**config.mk**
```make
export PLATFORM = sky130hd
export DESIGN_NAME = nes_poll_scheduler_flat
export DESIGN_NICKNAME = d
export VERILOG_FILES = /design/src/rtl/nes_poll_scheduler_pkg.sv /design/src/rtl/nes_poll_scheduler_if.sv /design/src/rtl/nes_poll_scheduler_phase_timer.sv /design/src/rtl/nes_poll_scheduler.sv /design/src/flat_wrapper.sv
export SDC_FILE = /design/constraint.sdc
export NUM_CORES = 1
export LEC_CHECK = 0
export ABC_CLOCK_PERIOD_IN_PS = 2200
export BUFFER_PORTS_ARGS = -buffer_cell sky130_fd_sc_hd__buf_4
export CORE_ASPECT_RATIO = 1.1
export CORE_UTILIZATION = 50
export DETAILED_ROUTE_END_ITERATION = 8
export GPL_TIMING_DRIVEN = 0
export PLACE_DENSITY_LB_ADDON = 0.2
export SLEW_MARGIN = 0
export SYNTH_ARGS = -nofsm -noshare
export SYNTH_HDL_FRONTEND = slang
export SYNTH_SLANG_ARGS = --single-unit
export TNS_END_PERCENT = 10
```
**constraint.sdc**
```tcl
create_clock -name clock -period 2.2 [get_ports clock]
set_input_delay 0.33 -clock clock [delete_from_list [all_inputs] [get_ports clock]]
set_output_delay 0.33 -clock clock [all_outputs]
set_load 0.02 [all_outputs]
```
**src/rtl/nes_poll_scheduler_pkg.sv**
```systemverilog
// nes_pkg: shared definitions for the NES controller poll scheduler.
//   - nes_state_e : bus sequencer states
//   - NES_BTN_*   : bit position of each button in a button word
//   - NES_LATCH_PHASES / NES_BITS : latch length in phases, bits per frame
package nes_pkg;

  typedef enum logic [2:0] {
    ST_IDLE,
    ST_LATCH,
    ST_CK_LO,
    ST_CK_HI,
    ST_DONE
  } nes_state_e;

  localparam int NES_BTN_A      = 0;
  localparam int NES_BTN_B      = 1;
  localparam int NES_BTN_SELECT = 2;
  localparam int NES_BTN_START  = 3;
  localparam int NES_BTN_UP     = 4;
  localparam int NES_BTN_DOWN   = 5;
  localparam int NES_BTN_LEFT   = 6;
  localparam int NES_BTN_RIGHT  = 7;

  localparam int NES_LATCH_PHASES = 2;
  localparam int NES_BITS         = 8;

endpackage

```
**src/rtl/nes_poll_scheduler_if.sv**
```systemverilog
// nes_poll_scheduler_if: pin-side bus (ps, ck, data0/1) plus host-side
// request/result signals of the poll scheduler.
//   master : environment / host side (drives data0, data1, poll_req)
//   slave  : scheduler side (drives ps, ck, poll_busy, valid, button words)
// Macro NES_POLL_EDGES_EN adds pressed0/1 and released0/1.
interface nes_poll_scheduler_if;
  import nes_pkg::*;

  logic                ps, ck, data0, data1;
  logic                poll_req, poll_busy, valid;
  logic [NES_BITS-1:0] buttons0, buttons1;
`ifdef NES_POLL_EDGES_EN
  logic [NES_BITS-1:0] pressed0, pressed1, released0, released1;

  modport master (input ps, ck, poll_busy, valid, buttons0, buttons1,
                  pressed0, pressed1, released0, released1,
                  output data0, data1, poll_req);
  modport slave  (output ps, ck, poll_busy, valid, buttons0, buttons1,
                  pressed0, pressed1, released0, released1,
                  input data0, data1, poll_req);
`else
  modport master (input ps, ck, poll_busy, valid, buttons0, buttons1,
                  output data0, data1, poll_req);
  modport slave  (output ps, ck, poll_busy, valid, buttons0, buttons1,
                  input data0, data1, poll_req);
`endif

endinterface

```
**src/rtl/nes_poll_scheduler_phase_timer.sv**
```systemverilog
// nes_phase_timer: divides the system clock into bus phases of CLK_DIV clocks.
//   clock, reset : system clock, async active-low reset
//   clr_i        : synchronous restart of the divider (phase begins next clock)
//   phase_end_o  : high on the last clock of every phase
module nes_phase_timer #(
  parameter int CLK_DIV = 128
) (
  input  logic clock,
  input  logic reset,
  input  logic clr_i,
  output logic phase_end_o
);
  localparam int W = $clog2(CLK_DIV);

  logic [W-1:0] cnt_q;

  always_ff @(posedge clock or negedge reset) begin
    if (!reset)                                  cnt_q <= '0;
    else if (clr_i || cnt_q == W'(CLK_DIV - 1))  cnt_q <= '0;
    else                                         cnt_q <= cnt_q + 1'b1;
  end

  assign phase_end_o = (cnt_q == W'(CLK_DIV - 1));

endmodule

```
**src/rtl/nes_poll_scheduler.sv**
```systemverilog
// nes_poll_scheduler: drives the shared NES latch/clock lines, samples both
// controller ports in lockstep and publishes one button word per port with a
// one-cycle valid strobe. Polls start periodically (AUTO_POLL) or on poll_req;
// a request during a poll is held as one pending poll.
//   clock, reset : 12.5 MHz system clock, async active-low reset
//   bus (slave)  : ps/ck out, data0/data1 in (active-low), poll_req in,
//                  poll_busy/valid/buttons0/buttons1 out
// Macro NES_POLL_EDGES_EN: adds registered pressed/released edge words.
module nes_poll_scheduler
  import nes_pkg::*;
#(
  parameter int CLK_DIV     = 128,
  parameter int POLL_PERIOD = 512,
  parameter bit AUTO_POLL   = 1'b1
) (
  input  logic                 clock,
  input  logic                 reset,
  nes_poll_scheduler_if.slave  bus
);
  localparam int IW = $clog2(POLL_PERIOD);

  nes_state_e          state_q;
  logic [2:0]          bit_q;
  logic [IW-1:0]       ivl_q;
  logic                pend_q, ps_q, ck_q, busy_q, valid_q;
  logic [1:0]          s0_q, s1_q;
  logic [NES_BITS-1:0] sh0_q, sh1_q, btn0_q, btn1_q, new0, new1;
  logic                phase_end, expired, start;
`ifdef NES_POLL_EDGES_EN
  logic [NES_BITS-1:0] pr0_q, pr1_q, rl0_q, rl1_q;
`endif

  nes_phase_timer #(.CLK_DIV(CLK_DIV)) u_timer (
    .clock       (clock),
    .reset       (reset),
    .clr_i       (start),
    .phase_end_o (phase_end)
  );

  // Expiry fires on the last clock of phase POLL_PERIOD-1 so the start edge
  // lands exactly POLL_PERIOD phases after the previous start.
  assign expired = AUTO_POLL && phase_end && (ivl_q == IW'(POLL_PERIOD - 1));
  // DONE may launch a pending poll directly, giving a 1-clock gap after valid.
  assign start   = (state_q == ST_IDLE || state_q == ST_DONE) &&
                   (bus.poll_req || pend_q || expired);

  // Shift word with the bit currently being sampled merged in (1 = pressed).
  always_comb begin
    new0        = sh0_q;
    new1        = sh1_q;
    new0[bit_q] = ~s0_q[1];
    new1[bit_q] = ~s1_q[1];
  end

  always_ff @(posedge clock or negedge reset) begin
    if (!reset) begin
      s0_q <= 2'b11;
      s1_q <= 2'b11;
    end else begin
      s0_q <= {s0_q[0], bus.data0};
      s1_q <= {s1_q[0], bus.data1};
    end
  end

  // Interval counter saturates so it never wraps when auto polling is off.
  always_ff @(posedge clock or negedge reset) begin
    if (!reset)                                             ivl_q <= '0;
    else if (start)                                         ivl_q <= '0;
    else if (phase_end && ivl_q != IW'(POLL_PERIOD - 1))    ivl_q <= ivl_q + 1'b1;
  end

  always_ff @(posedge clock or negedge reset) begin
    if (!reset) begin
      state_q <= ST_IDLE;
      bit_q   <= '0;
      pend_q  <= 1'b0;
      ps_q    <= 1'b0;
      ck_q    <= 1'b0;
      busy_q  <= 1'b0;
      valid_q <= 1'b0;
      sh0_q   <= '0;
      sh1_q   <= '0;
      btn0_q  <= '0;
      btn1_q  <= '0;
`ifdef NES_POLL_EDGES_EN
      pr0_q   <= '0;
      pr1_q   <= '0;
      rl0_q   <= '0;
      rl1_q   <= '0;
`endif
    end else begin
      valid_q <= 1'b0;
      if (start) begin
        state_q <= ST_LATCH;
        bit_q   <= '0;
        pend_q  <= 1'b0;
        ps_q    <= 1'b1;
        ck_q    <= 1'b0;
        busy_q  <= 1'b1;
      end else begin
        // Only reachable while a poll is on the bus: idle requests start.
        if (bus.poll_req) pend_q <= 1'b1;
        unique case (state_q)
          ST_IDLE: ;
          ST_LATCH: if (phase_end) begin
            // bit_q doubles as the latch phase counter.
            if (bit_q == 3'(NES_LATCH_PHASES - 1)) begin
              state_q <= ST_CK_LO;
              ps_q    <= 1'b0;
              bit_q   <= '0;
            end else begin
              bit_q <= bit_q + 1'b1;
            end
          end
          ST_CK_LO: if (phase_end) begin
            sh0_q <= new0;
            sh1_q <= new1;
            if (bit_q == 3'(NES_BITS - 1)) begin
              state_q <= ST_DONE;
              busy_q  <= 1'b0;
              valid_q <= 1'b1;
              btn0_q  <= new0;
              btn1_q  <= new1;
`ifdef NES_POLL_EDGES_EN
              pr0_q   <= new0 & ~btn0_q;
              pr1_q   <= new1 & ~btn1_q;
              rl0_q   <= ~new0 & btn0_q;
              rl1_q   <= ~new1 & btn1_q;
`endif
            end else begin
              state_q <= ST_CK_HI;
              ck_q    <= 1'b1;
            end
          end
          ST_CK_HI: if (phase_end) begin
            state_q <= ST_CK_LO;
            ck_q    <= 1'b0;
            bit_q   <= bit_q + 1'b1;
          end
          ST_DONE: state_q <= ST_IDLE;
          default: state_q <= ST_IDLE;
        endcase
      end
    end
  end

  assign bus.ps        = ps_q;
  assign bus.ck        = ck_q;
  assign bus.poll_busy = busy_q;
  assign bus.valid     = valid_q;
  assign bus.buttons0  = btn0_q;
  assign bus.buttons1  = btn1_q;
`ifdef NES_POLL_EDGES_EN
  assign bus.pressed0  = pr0_q;
  assign bus.pressed1  = pr1_q;
  assign bus.released0 = rl0_q;
  assign bus.released1 = rl1_q;
`endif

endmodule

```
**src/flat_wrapper.sv**
```systemverilog
// flat-port wrapper written by rule: the top's interface ports become plain ports
module nes_poll_scheduler_flat import nes_pkg::*;
#(
  parameter int CLK_DIV     = 128,
  parameter int POLL_PERIOD = 512,
  parameter bit AUTO_POLL   = 1'b1
)
  (clock, reset, bus_ps, bus_ck, bus_poll_busy, bus_valid, bus_buttons0, bus_buttons1, bus_data0, bus_data1, bus_poll_req);
  nes_poll_scheduler_if bus_i ();
  input  logic clock;
  input  logic reset;
  output wire logic [$bits(bus_i.ps)-1:0] bus_ps;
  output wire logic [$bits(bus_i.ck)-1:0] bus_ck;
  output wire logic [$bits(bus_i.poll_busy)-1:0] bus_poll_busy;
  output wire logic [$bits(bus_i.valid)-1:0] bus_valid;
  output wire logic [$bits(bus_i.buttons0)-1:0] bus_buttons0;
  output wire logic [$bits(bus_i.buttons1)-1:0] bus_buttons1;
  input wire logic [$bits(bus_i.data0)-1:0] bus_data0;
  input wire logic [$bits(bus_i.data1)-1:0] bus_data1;
  input wire logic [$bits(bus_i.poll_req)-1:0] bus_poll_req;
  assign bus_ps = bus_i.ps;
  assign bus_ck = bus_i.ck;
  assign bus_poll_busy = bus_i.poll_busy;
  assign bus_valid = bus_i.valid;
  assign bus_buttons0 = bus_i.buttons0;
  assign bus_buttons1 = bus_i.buttons1;
  assign bus_i.data0 = bus_data0;
  assign bus_i.data1 = bus_data1;
  assign bus_i.poll_req = bus_poll_req;
  nes_poll_scheduler #(.CLK_DIV(CLK_DIV), .POLL_PERIOD(POLL_PERIOD), .AUTO_POLL(AUTO_POLL)) u_core (.clock(clock), .reset(reset), .bus(bus_i));
endmodule
```
==> qor.csv, run 1 <==
stage,metric,value,unit
final_layout,Synth-to-Final Area Change,17.2,%
place,Detailed Place HPWL,3830,um
final_layout,nets,331,
power_and_ir_drop,Sequential Power Share,52.4,%
detailed_routing,DRT Wirelength,5830,um
synthesis,Mapped Nets,294,
power_and_ir_drop,Pwr per Cell Area,653,nW/um2
place,GPL Wtd Cong,0.762,
place,Post-DP Area,3190,um2
synthesis,Async SR Flop Fraction,100,%
place,pre-CTS setup slack,-131,ps
synthesis,"Top FF cell, synth",dfrtp_1,
global_route,vias in the first global route,2071,
detailed_routing,Final ANT Viol Nets,0,
clocking,CTS Sinks,63,
clocking,CTS tree,built,
final_layout,final core utilization,62.2,%
place,I/O Buffers,24,
clocking,hold_buf cts,0,
final_layout,share of cells above drive strength 1,19.7,%
floorplanning,core area,5500,um2
floorplanning,FP Rows,28,
synthesis,Synth area leaders,"dfrtp_1 51%, nand2_1 4.0%, o21ai_0 3.8%",
setup_path,FF-to-FF Start,u_core.u_timer.cnt_q[0],
detailed_routing,routed vias,2170,
global_route,M3 GR Usage,4.73,%
synthesis,"EDFF count, synth",0,
timing,Worst Max-Slew Pin Slew,776,ps
floorplanning,die width,74.9,um
timing,Final Setup Violations,0,
synthesis,cell taking the most area after synthesis,dfrtp_1,
place,DP Cell Count,382,
final_layout,final instance area,3420,um2
synthesis,register area share after synthesis,54.2,%
setup_path,CP Buf/Inv Count,2,
synthesis,yosys synthesis warning count,0,
global_route,grt met2 use,32.8,%
synthesis,Yosys top cell area share,50.6,%
setup_path,reg2reg end,u_core.bus.buttons1[0],
power_and_ir_drop,Psw,0.477,mW
detailed_routing,DR vias/cell,5.43,
timing,Tcrit/Tclk final,91.7,%
hold_path,HP Class,input pin to async pin,
setup_path,Worst Path Required,2420,ps
power_and_ir_drop,sw frac,21.4,%
synthesis,Syn Std Cell Area,2920,um2
setup_path,worst path arrival time,2230,ps
setup_path,type of origin of the critical path,flop,
power_and_ir_drop,leak pwr,1.60,nW
global_route,largest net degree at the start of global routing,64,
setup_path,Max stage delay on crit path,380,ps
synthesis,Post-Syn Instances,283,
detailed_routing,WL per Instance,14.6,um
timing,final hold slack,60.4,ps
clocking,CTS Buf Count,9,
setup_path,CP Class,flop to flop,
setup_path,crit path capture type,flop,
timing,fmax,496,MHz
global_route,GRT overflow,0,
floorplanning,Initial Util,53.1,%
setup_path,"Cell Chain, Critical Path",ha_1 > nand3_1 > nor4b_4 > nand2_2 > clkinv_2 > buf_6 > mux2_1,
detailed_routing,DRC Markers,0,
final_layout,n_diodes,0,
setup_path,slowest cell on the critical path,dfrtp_1,
synthesis,"flops & latches, synth",63,
global_route,first-pass GRT wire length,9800,um
synthesis,post-synth cell types,35,
timing,final worst-path setup slack,184,ps
clocking,Clock transition at path regs,70,ps
setup_path,Top Family by Delay on Critical Path,simple AND/OR/NAND/NOR gates,
synthesis,Post-synth top cells,"59 x dfrtp_1, 31 x nand2_1, 27 x nor2_1",
timing,Slew headroom,48.3,%
synthesis,cell with the most instances after synthesis,dfrtp_1,
floorplanning,Die Area,6150,um2
power_and_ir_drop,Clk pwr share,45.5,%
clocking,CTS Buffer Depth,2,
global_route,Total GRT Usage,21.6,%
final_layout,Finished Layout Cells,400,
timing,RSZ-0062 raised after global routing,no,
timing,Period minus WS final,2020,ps
clocking,root buf cell,clkbuf_8,
setup_path,worst reg-to-reg path cell count,7,
timing,final hold vios,0,
clocking,H-tree levels,3,
clocking,Clock Latency Late Sink,340,ps
power_and_ir_drop,Max IR drop VDD,409,uV
global_route,number of antenna violations at the first check in global routing,0,
floorplanning,I/O pin count,25,
run_status,run status,completed,
setup_path,CP Max Fanout,10,
timing,Pins Over Slew Limit,0,
job,Max-Cap Viols,0,
global_route,"Most Used Layer, Global Route",met2,
timing,clk_skew,11.7,ps
setup_path,Reg2Reg Setup Slack,180,ps
global_route,routing usage on met1,31.0,%
detailed_routing,Detailed Route Iter0 Violations,183,
floorplanning,DIE HEIGHT,82.2,um
power_and_ir_drop,Logic pwr share,2.0,%
detailed_routing,drt first pass iters,4,
power_and_ir_drop,Int Power,1.76,mW
synthesis,Syn Area/Cell,10.3,um2
power by group through the flow:
| stage | Combinational, mW | Sequential, mW | Clock [mW] |
|---|---|---|---|
| floorplan | 0.0123 | 1.19 | 0 |
| detailed placement | 0.0456 | 1.19 | 0 |
| global placement | 0.0458 | 1.19 | 0 |
| finish | 0.0458 | 1.17 | 1.02 |
| CTS | 0.0461 | 1.17 | 1.03 |
| global route | 0.0529 | 1.17 | 1.10 |
logic make-up (layout without fill, tap and decap cells):
kind of cell    Yosys count  count (layout)  synth area share [%]
simple gates            106             106                  18.4
flops                    63              63                  54.2
compound gates           51              51                  9.73
buf+inv                  23              65                  3.43
mux                      22              22                  8.14
xor+xnor                 12              12                  3.60
fa+ha+maj                 6               6                  2.57
worst max-delay path by stage:
stage	start	to	slack [ps]	cells past startpoint
global placement	u_core.u_timer.cnt_q[0]	u_core.bus.buttons1[0]	-80	7
CTS	u_core.u_timer.cnt_q[0]	u_core.ivl_q[6]	70	7
finish	u_core.u_timer.cnt_q[0]	u_core.bus.buttons1[0]	180	7
floorplan	u_core.u_timer.cnt_q[0]	u_core.bus.buttons1[0]	320	7
global route	u_core.u_timer.cnt_q[0]	u_core.bus.buttons0[7]	60	7
detailed placement	u_core.u_timer.cnt_q[0]	u_core.bus.buttons1[0]	-130	7
metrics by stage:
stage          TNS [ps]  total power, mW
2_1_floorplan         0             1.20
3_3_place_gp       -458             1.24
3_5_place_dp       -746             1.24
4_1_cts               0             2.25
5_1_grt               0             2.32
6_report              0             2.23
what timing repair did:
action / CTS / global route
endpoints found under the setup margin: 6 / 10
setup buffers: 1 / 1
resized for setup: 0 / 3
pin swaps: 1 / 0
layout make-up:
cell class | count | area, um2
inverter | 11 | 42.5
fill | 487 | 2080
clock inverter | 4 | 45.0
tap | 75 | 93.8
multi-input combinational | 197 | 1250
timing repair buffer | 26 | 195
clock buffer | 12 | 155
sequential | 63 | 1580
buffer | 12 | 57.6
placed cells by master, fill, tap and decap left out, drive strengths merged:
cell     synthesis  final
ha               6      6
nor2            27     27
bufinv           0      1
nand2           32     32
dfrtp           59     59
mux2i            8      8
mux2            14     14
clkbuf           7     19
and3             6      6
a31oi            4      4
buf              5     31
nand3           10     10
a211o            1      1
nor3b            5      5
a21oi           17     17
xor2             2      2
inv             10     10
nor4             5      5
a21o             4      4
dfstp            4      4
clkinv           1      4
and2b            1      1
nand4            7      7
nor3             4      4
nand4b           2      2
nor4b            1      1
o21ai           22     22
or3b             1      1
nor2b            2      2
xnor2           10     10
o2bb2ai          2      2
a21boi           1      1
nand3b           3      3
metal layers:
metal  routed length (um)  vias up
li1                     -     1055
met1                 2860     1072
met2                 2710       35
met3                  190        8
met4                   70        0
met5                    0        -
worst reg2reg max path, cell delays in order (launching register included):
cell and delay (ps):
dfrtp_1 380, ha_1 220, nand3_1 160, nor4b_4 310
nand2_2 120, clkinv_2 180, buf_6 190, mux2_1 340
registers in the layout, indices dropped and copies added (netlist names):
register and flops:
u_core.ivl_q 9, u_core.bus.buttons0 8, u_core.bus.buttons1 8, u_core.sh0_q 8
u_core.sh1_q 8, u_core.u_timer.cnt_q 7, u_core.bit_q 3, u_core.state_q 3
u_core.s0_q 2, u_core.s1_q 2, u_core.bus.ck 1, u_core.bus.poll_busy 1
u_core.bus.ps 1, u_core.bus.valid 1, u_core.pend_q 1
(Power assumes the default switching activity.)
==> run 2, diff against run 1 <==
--- a/config.mk
+++ b/config.mk
@@ -5,11 +5,12 @@
 export SDC_FILE = /design/constraint.sdc
 export NUM_CORES = 1
 export LEC_CHECK = 0
-export ABC_CLOCK_PERIOD_IN_PS = 2200
+export ABC_CLOCK_PERIOD_IN_PS = 1900
 export BUFFER_PORTS_ARGS = -buffer_cell sky130_fd_sc_hd__buf_4
 export CORE_ASPECT_RATIO = 1.1
 export CORE_UTILIZATION = 50
 export DETAILED_ROUTE_END_ITERATION = 8
+export GPL_ROUTABILITY_DRIVEN = 1
 export GPL_TIMING_DRIVEN = 0
 export PLACE_DENSITY_LB_ADDON = 0.2
 export SLEW_MARGIN = 0
==> constraint.sdc (replaced) <==
create_clock -name clock -period 1.9 [get_ports clock]
set_input_delay 0.285 -clock clock [delete_from_list [all_inputs] [get_ports clock]]
set_output_delay 0.285 -clock clock [all_outputs]
set_load 0.02 [all_outputs]
==> run 2 against run 1 <==
Against the previous run:
- the flow now finishes with violations (negative setup slack)
- critical path depth rose by 2
- power is 16% higher
- wire length increased by 6.6%
- via count is 1.8% higher
- clock skew is essentially flat
- sequential share of layout area fell by 2.0 points
- non-clock buffer count rose by 6
- sequential cell count did not move
- cell area rose by 4.5%
- die area unchanged
- highest routed layer unchanged
==> qor.csv, run 2 (same netlist as run 1, synthesis figures left out) <==
stage,metric,value,unit,change
timing,Worst Max-Slew Pin Slew,784,ps,+8.41 ps
timing,Final Setup Violations,1,,+1
setup_path,worst path arrival time,2130,ps,-100 ps
final_layout,Synth-to-Final Area Change,22.5,%,
power_and_ir_drop,"Power, Total",2.60,mW,+16%
place,Detailed Place HPWL,3830,um,unchanged
final_layout,n_diodes,0,,unchanged
detailed_routing,Detailed Route Iter0 Violations,171,,-6.6%
global_route,number of antenna violations at the first check in global routing,0,,unchanged
timing,final hold vios,0,,unchanged
job,Max-Cap Viols,0,,unchanged
clocking,CTS Buffer Depth,2,,unchanged
power_and_ir_drop,leak pwr,1.66,nW,+4.3%
global_route,vias in the first global route,2112,,+2.0%
timing,Slew headroom,47.7,%,-0.56 points
floorplanning,Initial Util,53.1,%,unchanged
place,I/O Buffers,24,,unchanged
timing,clk_skew,12.1,ps,+0.478 ps
setup_path,CP Depth,9,,+2
timing,final worst-path setup slack,-6.34,ps,-190 ps
power_and_ir_drop,Max IR drop VDD,473,uV,+16%
floorplanning,DIE HEIGHT,82.2,um,unchanged
global_route,GRT overflow,0,,unchanged
final_layout,"commonest non-fill, non-tap cell in the layout",dfrtp_1,,
detailed_routing,max layer used,met4,,
setup_path,CP Buf/Inv Count,1,,-1
setup_path,type of origin of the critical path,flop,,
detailed_routing,routed vias,2210,,+1.8%
floorplanning,FP Rows,28,,unchanged
clocking,CTS Buf Count,9,,unchanged
setup_path,FF-to-FF Start,u_core.ivl_q[0],,
setup_path,crit path from,u_core.ivl_q[0],,
floorplanning,core area,5500,um2,unchanged
setup_path,CP Max Fanout,5,,-5
place,GPL Wtd Cong,0.762,,unchanged
timing,final hold slack,7.89,ps,-52.5 ps
floorplanning,die width,74.9,um,unchanged
global_route,Total GRT Usage,21.6,%,unchanged
timing,Period minus WS final,1910,ps,-110 ps
clocking,CTS tree,built,,
floorplanning,I/O pin count,25,,unchanged
setup_path,Reg2Reg Setup Slack,-6,ps,-190 ps
run_status,failing checks,negative setup slack,,
final_layout,final core utilization,65.0,%,+2.8 points
clocking,H-tree levels,3,,unchanged
final_layout,most flop-heavy register,u_core.ivl_q,,
setup_path,"Cell Chain, Critical Path",ha_2 > nand3_1 > nor2_1 > ha_2 > nand4b_1 > buf_6 > nor4_4 > xnor2_1 > nor2_1,,
floorplanning,Die Area,6150,um2,unchanged
clocking,root buf cell,clkbuf_8,,
setup_path,worst reg-to-reg path cell count,9,,+2
final_layout,Largest register FFs,9,,unchanged
detailed_routing,drt first pass iters,4,,unchanged
clocking,hold_buf cts,0,,unchanged
hold_path,HP Class,input pin to async pin,,
final_layout,nets,337,,+1.8%
timing,fmax,525,MHz,+5.8%
detailed_routing,WL per Instance,15.3,um,+5.0%
detailed_routing,Final ANT Viol Nets,0,,unchanged
detailed_routing,DRT met1 WL,2870,um,+0.24%
global_route,largest net degree at the start of global routing,64,,unchanged
timing,Pins Over Slew Limit,0,,unchanged
global_route,first-pass GRT wire length,9870,um,+0.70%
detailed_routing,DRC Markers,0,,unchanged
setup_path,Worst Path Required,2130,ps,-290 ps
detailed_routing,DRT Wirelength,6220,um,+6.6%
timing,Tcrit/Tclk final,100,%,+8.7 points
detailed_routing,metal3 WL,240,um,+26%
timing,RSZ-0062 raised after global routing,yes,,
power_and_ir_drop,Pwr per Cell Area,727,nW/um2,+11%
setup_path,slowest cell on the critical path,dfrtp_1,,
setup_path,Top Family by Delay on Critical Path,simple AND/OR/NAND/NOR gates,,
timing,Setup Total Neg Slack,-6.34,ps,-6.34 ps
detailed_routing,met2 WL post-DR,2980,um,+10%
final_layout,"commonest non-fill, non-tap cells in the layout","59 x dfrtp_1, 33 x buf_4, 30 x nand2_1",,
run_status,run status,"finished, violations left",,
clocking,Clock Latency Late Sink,340,ps,about the same
final_layout,share of cells above drive strength 1,25.1,%,+5.4 points
place,pre-CTS setup slack,-431,ps,-300 ps
setup_path,crit path capture type,flop,,
setup_path,CP Class,flop to flop,,
clocking,Clock transition at path regs,80,ps,about the same
detailed_routing,DR vias/cell,5.44,,+0.34%
setup_path,Max stage delay on crit path,420,ps,+40 ps
clocking,CTS Sinks,63,,unchanged
==> run 2: final cells by class <==
type | count | area (um2)
well taps | 75 | 93.8
fillers | 454 | 1920
repair buffers | 33 | 251
multi-input cells | 197 | 1350
inverters | 11 | 46.3
clock buffers | 12 | 155
clock inverters | 4 | 45.0
flip-flops and latches | 63 | 1580
plain buffers | 11 | 52.6
==> run 2: worst paths after layout <==
path,to
setup / recovery,u_core.ivl_q[7]
hold / removal,u_core.u_timer.cnt_q[0]
setup reg to reg,u_core.ivl_q[7]
hold reg to reg,u_core.s0_q[1]
max in group asynchronous,u_core.ivl_q[6]
min in group clock,u_core.s0_q[0]
==> run 2: where the power goes <==
group	internal, mW	total [mW]	switching [mW]
logic	0.0136	0.0604	0.0468
registers	1.35	1.36	0.00532
clock network	0.671	1.18	0.513
==> run 2: timing repair <==
action	4_1_cts	5_1_grt
buffers inserted	3	5
pin swaps	2	9
endpoints found under the setup margin	35	30
gates cloned	0	1
resized for setup	9	20
==> run 2: metal layers <==
metal	global-route usage, %	vias up
li1	-	1072
met1	30.4	1080
met2	33.4	48
met3	4.73	10
met4	6.23	0
met5	0	-
==> run 2: per-stage QoR <==
stage / instance area, um2 / cells
floorplan: 2920 / 283
global placement: 3190 / 382
detailed placement: 3190 / 382
CTS: 3440 / 400
global route: 3580 / 406
finish: 3580 / 406
